$ cat config.mk
export PLATFORM = sky130hd
export DESIGN_NAME = regfile_wr_ctrl
export DESIGN_NICKNAME = d
export VERILOG_FILES = /design/src/rtl/regfile_pkg.sv /design/src/rtl/regfile_wr_ctrl_rr_arb2.sv /design/src/rtl/regfile_wr_ctrl.sv
export SDC_FILE = /design/constraint.sdc
export NUM_CORES = 1
export LEC_CHECK = 0
export ABC_AREA = 1
export BUFFER_PORTS_ARGS = -buffer_cell sky130_fd_sc_hd__buf_2
export CORE_AREA = 8 8 84 86
export DETAILED_ROUTE_END_ITERATION = 7
export DIE_AREA = 0 0 92 94
export HOLD_SLACK_MARGIN = 0.06
export PLACE_DENSITY = 0.85
export SETUP_SLACK_MARGIN = 0.1
export SYNTH_ARGS = -nofsm -noshare
export SYNTH_HDL_FRONTEND = slang
export SYNTH_SLANG_ARGS = --single-unit
$ cat constraint.sdc
create_clock -name HCLK -period 2.1 [get_ports HCLK]
set_input_delay 0.42 -clock HCLK [delete_from_list [all_inputs] [get_ports HCLK]]
set_output_delay 0.42 -clock HCLK [all_outputs]
set_load 0.02 [all_outputs]
$ cat src/rtl/regfile_pkg.sv
// regfile_pkg -- definitions shared by the register file and its write controller.
//   NREGS      : number of architectural registers
//   REG_IDX_W  : width of a register index
//   rf_state_e : write-controller FSM states (INIT = zero-fill, RUN = normal writes)
package regfile_pkg;
   localparam int NREGS     = 32;
   localparam int REG_IDX_W = 5;

   typedef enum logic {
      INIT = 1'b0,
      RUN  = 1'b1
   } rf_state_e;

   typedef logic [REG_IDX_W-1:0] reg_idx_t;

   // True for the highest register index, i.e. the last zero-fill step.
   function automatic logic is_last_reg(input reg_idx_t idx);
      return idx == reg_idx_t'(NREGS - 1);
   endfunction
endpackage

$ cat src/rtl/regfile_wr_ctrl_rr_arb2.sv
// rr_arb2 -- two-input round-robin arbiter with a registered last-grant pointer.
//   clk_i, rst_i       : clock, synchronous active-high reset
//   en_i               : grants allowed this cycle
//   req_a_i, req_b_i   : requests
//   gnt_a_o, gnt_b_o   : one-hot (or zero) grants, combinational from requests
// A grant is only issued to a requester that is requesting, so every grant is
// an accepted transfer and the pointer moves on each grant.
module rr_arb2 (
   input  logic clk_i,
   input  logic rst_i,
   input  logic en_i,
   input  logic req_a_i,
   input  logic req_b_i,
   output logic gnt_a_o,
   output logic gnt_b_o
);
   // prio_b_q = 1 : B is favoured on a tie (A was granted last)
   logic prio_b_q, prio_b_d;

   always_comb begin
      gnt_a_o  = en_i & req_a_i & (~req_b_i | ~prio_b_q);
      gnt_b_o  = en_i & req_b_i & (~req_a_i |  prio_b_q);
      prio_b_d = prio_b_q;
      if (gnt_a_o)      prio_b_d = 1'b1;
      else if (gnt_b_o) prio_b_d = 1'b0;
   end

   always_ff @(posedge clk_i) begin
      if (rst_i) prio_b_q <= 1'b0;
      else       prio_b_q <= prio_b_d;
   end
endmodule

$ cat src/rtl/regfile_wr_ctrl.sv
// regfile_wr_ctrl -- merges two write requesters (A: ALU writeback, B: load
// unit) onto the single register-file write port, after an optional zero-fill.
//   HCLK, HRESET              : clock, synchronous active-high reset
//   a_valid/a_ready/a_rd/a_data : requester A handshake, index, data
//   b_valid/b_ready/b_rd/b_data : requester B handshake, index, data
//   WR, RW, DW                : register-file write enable / index / data
//   init_done                 : zero-fill finished (or skipped)
//   gnt_b                     : source of the write on WR/RW/DW (0 = A, 1 = B)
// Accepted writes come out one cycle after acceptance. During zero-fill the
// port is driven straight from the counter so RW runs 0..31 over the 32 INIT
// cycles.
module regfile_wr_ctrl
   import regfile_pkg::*;
#(
   parameter int unsigned INIT_EN = 1,
   parameter int unsigned XLEN    = 32
) (
   input  logic                 HCLK,
   input  logic                 HRESET,
   input  logic                 a_valid,
   output logic                 a_ready,
   input  logic [REG_IDX_W-1:0] a_rd,
   input  logic [XLEN-1:0]      a_data,
   input  logic                 b_valid,
   output logic                 b_ready,
   input  logic [REG_IDX_W-1:0] b_rd,
   input  logic [XLEN-1:0]      b_data,
   output logic                 WR,
   output logic [REG_IDX_W-1:0] RW,
   output logic [XLEN-1:0]      DW,
   output logic                 init_done,
   output logic                 gnt_b
);
   localparam rf_state_e RST_STATE = (INIT_EN != 0) ? INIT : RUN;

   rf_state_e       state_q, state_d;
   reg_idx_t        cnt_q,   cnt_d;
   logic            wr_q,    wr_d;
   reg_idx_t        rw_q,    rw_d;
   logic [XLEN-1:0] dw_q,    dw_d;
   logic            gnt_b_q, gnt_b_d;

   logic in_init, arb_en, arb_gnt_a, arb_gnt_b;

   assign in_init = (state_q == INIT);
   // Readies are cut by HRESET directly so nothing is accepted while in reset.
   assign arb_en  = (state_q == RUN) & ~HRESET;

   rr_arb2 u_arb (
      .clk_i   (HCLK),
      .rst_i   (HRESET),
      .en_i    (arb_en),
      .req_a_i (a_valid),
      .req_b_i (b_valid),
      .gnt_a_o (arb_gnt_a),
      .gnt_b_o (arb_gnt_b)
   );

   assign a_ready = arb_gnt_a;
   assign b_ready = arb_gnt_b;

   always_comb begin
      state_d = state_q;
      cnt_d   = cnt_q;
      wr_d    = 1'b0;
      rw_d    = rw_q;
      dw_d    = dw_q;
      gnt_b_d = gnt_b_q;
      case (state_q)
         INIT: begin
            cnt_d = cnt_q + 1'b1;
            // Track the fill index so RW holds the last written index once in RUN.
            rw_d  = cnt_q;
            dw_d  = '0;
            if (is_last_reg(cnt_q)) state_d = RUN;
         end
         RUN: begin
            // x0 writes complete the handshake but never assert WR.
            if (arb_gnt_a) begin
               wr_d    = (a_rd != '0);
               rw_d    = a_rd;
               dw_d    = a_data;
               gnt_b_d = 1'b0;
            end else if (arb_gnt_b) begin
               wr_d    = (b_rd != '0);
               rw_d    = b_rd;
               dw_d    = b_data;
               gnt_b_d = 1'b1;
            end
         end
      endcase
   end

   always_ff @(posedge HCLK) begin
      if (HRESET) begin
         state_q <= RST_STATE;
         cnt_q   <= '0;
         wr_q    <= 1'b0;
         rw_q    <= '0;
         dw_q    <= '0;
         gnt_b_q <= 1'b0;
      end else begin
         state_q <= state_d;
         cnt_q   <= cnt_d;
         wr_q    <= wr_d;
         rw_q    <= rw_d;
         dw_q    <= dw_d;
         gnt_b_q <= gnt_b_d;
      end
   end

   // Zero-fill drives the port from the counter in the same cycle; WR is held
   // low while HRESET is asserted so the reset values are what is seen.
   assign WR        = in_init ? ~HRESET : wr_q;
   assign RW        = in_init ? cnt_q   : rw_q;
   assign DW        = in_init ? '0      : dw_q;
   assign gnt_b     = gnt_b_q;
   assign init_done = (state_q == RUN) & ~HRESET;
endmodule

==> run_results.csv <==
group,metric,value,unit
place,dp_hpwl,6100,µm
cells_and_area,layout_common_cells,"119 x buf_2, 112 x inv_1, 85 x nand2_1",
floorplan,rows,28,
floorplan,die_w,92,µm
power,powerDensity,441,nW/µm²
clock_tree,clkTransAtPathRegs,0.08,ns
power,p_int,0.00120,W
min_path,hp-class,"in -> reg",
logic_synthesis,syn_area,2960,µm²
power,switching_share,24.4,%
sta,worst_pin_slew,0.410,ns
worst_setup_path,crit_fanout,21,
sta,finalHoldViolCount,0,
global_route,overflow,0,
logic_synthesis,syn_inst,469,
min_path,worstHoldEndpoint,"wr_q",
worst_setup_path,crit_path_end_kind,"primary output",
floorplan,num_io_pins,120,
sta,rsz0062_at_grt,"false",
detailed_routing,via_per_inst,5.25,
logic_synthesis,synthArstFlopShare,0,%
detailed_routing,num_vias,3366,
worst_setup_path,r2r_start,"state_q",
global_route,grt_pass1_vias,3181,
detailed_routing,wl_per_cell,12.9,µm
clock_tree,cts_root_buf,"clkbuf_8",
place,io_buffers,119,
global_route,grt_pass1_wl,13700,µm
global_route,antenna_found_initial,0,
cells_and_area,n_fill_cell,581,
clock_tree,clock-sinks,46,
logic_synthesis,yosysSeqAreaShare,31.1,%
min_path,min-delay-start,"b_rd[4]",
detailed_routing,drc,0,
detailed_routing,drt-initial-drc-count,171,
clock_tree,cts_setup_buffers,0,
min_path,hold_path_depth,3,
sta,drv_slew,0,
sta,finalSetupViolCount,0,
worst_setup_path,cp.arrival,1.49,ns
logic_synthesis,synth_top_flop_cell,"dfxtp_1",
sta,fmax,0.525,GHz
worst_setup_path,rr_endpoint,"rw_q[4]",
detailed_routing,ant_nets,0,
global_route,track_usage,18.6,%
worst_setup_path,required,1.68,ns
place,dp_slack,0.372,ns
cells_and_area,final_core_util,62.4,%
floorplan,core_area,5750,µm²
cells_and_area,drive_above_1_share,25.6,%
power,pwr-share-comb,12.2,%
logic_synthesis,synth_fp_nets,549,
floorplan,initial_core_util,51.6,%
cells_and_area,mostFrequentLayoutCell,"buf_2",
sta,tns,0,ns
logic_synthesis,synth-edff-count,0,
clock_tree,cts_tree,"done",
cells_and_area,fin_nets,646,
worst_setup_path,worst-setup-path-type,"reg -> out",
sta,min_period,1.91,ns
place,placed_cell_area,3510,µm²
sta,timing.final.crit_share,90.7,%
floorplan,die_y,94,µm
cells_and_area,fin_area,3590,µm²
logic_synthesis,ys_ff_latch,46,
worst_setup_path,rr_worst_depth,8,
logic_synthesis,synth_top_area_cell,"dfxtp_1",
logic_synthesis,ys.warnings.count,0,
clock_tree,clock_latency,0.29,ns
clock_tree,cts-resized-gates,0,
sta,slew_headroom,72.6,%
logic_synthesis,ys_top_cells_by_area,"dfxtp_1 31%, nand4_1 15%, inv_1 14%",
cells_and_area,syn2layout_area_growth,21.1,%
logic_synthesis,syn_avg_cell_area,6.32,µm²
logic_synthesis,synthDistinctLibCells,26,
run,maxCapViolations,0,
sta,fin_ws,0.194,ns
power,seq_power_share,55.8,%
logic_synthesis,synth_top_area_share,31.1,%
power,p_leak,2.09,nW
sta,fin_worst_skew,0.00552,ns
cells_and_area,antenna_cells,0,
detailed_routing,first_pass_iters,5,
clock_tree,clk_path_buf_depth,2,
clock_tree,hold_buffers,0,
power,ir_worst_vdd,0.300,mV
floorplan,dieArea,8650,µm²
power,p_sw,0.000387,W
place,gp_congestion,0.875,
power,clockPowerShare,31.9,%
status,status,"completed",
global_route,grt_max_degree,53,
clock_tree,numCtsBuffers,5,
worst_setup_path,start_kind,"register",
worst_setup_path,reg2reg_slack,0.43,ns
clock_tree,cts.htree.levels,2,
detailed_routing,wirelength,8290,µm
[kinds of logic after synthesis]
logic type,synth area share (%)
DFF,31.1
AOI/OAI and AO/OA,8.07
buffers and inverters,22.8
adders and majority gates,0.844
and+or+nand+nor,37.2
[cell usage after synthesis, drive strengths merged, types with 2 or more instances]
cell / number
inv: 116
nand2: 86
nand4: 71
dfxtp: 46
nand3: 45
a21oi: 37
buf: 28
clkbuf: 13
nor2: 8
o21ai: 8
nor3: 5
ha: 2
[registers in the layout (all words and copies together) (netlist names)]
name,flops
dw_q,32
wr_q,1
u_arb.prio_b_q,1
rw_q,5
cnt_q,5
gnt_b,1
state_q,1
[per-layer routing]
layer	vias up	track usage [%]	wire length [µm]
met4	0	5.91	103
li1	1700	-	-
met1	1499	20.7	3280
met3	12	5.28	748
met5	-	0	0
met2	155	33.5	4160
[layout make-up]
type | count | area (µm²) | share of cell area (%)
clock buffers | 7 | 76.3 | 2.13
inverters | 116 | 438 | 12.2
multi-input cells | 266 | 1370 | 38.1
flip-flops and latches | 46 | 922 | 25.7
well taps | 75 | 93.8 | 2.62
repair buffers | 131 | 689 | 19.2
[worst max path at each step]
stage	endpoint	slack, ns	cells past startpoint	start
finish	RW[2]	0.19	3	state_q
global route	b_ready	0.12	5	state_q
CTS	DW[26]	0.12	4	state_q
detailed placement	rw_q[4]	0.37	8	HRESET
global placement	rw_q[4]	0.42	8	HRESET
floorplan	WR	0.41	4	state_q
[metrics by stage]
step | instances | hold WS, ns | power [W]
2_1_floorplan | 469 | 0.444 | 0.000999
3_3_place_gp | 634 | 0.459 | 0.00109
3_5_place_dp | 634 | 0.472 | 0.00110
4_1_cts | 641 | 0.379 | 0.00159
5_1_grt | 641 | 0.416 | 0.00165
6_report | 641 | 0.380 | 0.00158
[worst max-delay path: stages, from the launching register on]
cell     delay (ns)
dfxtp_2        0.39
buf_4          0.22
o21ai_0        0.34
buf_2          0.24
[power by group through the flow]
| stage | combinational [W] | sequential, W | clock [W] |
|---|---|---|---|
| global route | 0.000218 | 0.000886 | 0.000545 |
| floorplan | 0.0000950 | 0.000904 | 0 |
| CTS | 0.000194 | 0.000884 | 0.000513 |
| global placement | 0.000187 | 0.000904 | 0 |
| finish | 0.000194 | 0.000884 | 0.000506 |
| detailed placement | 0.000193 | 0.000905 | 0 |
(Power assumes the default switching activity.)
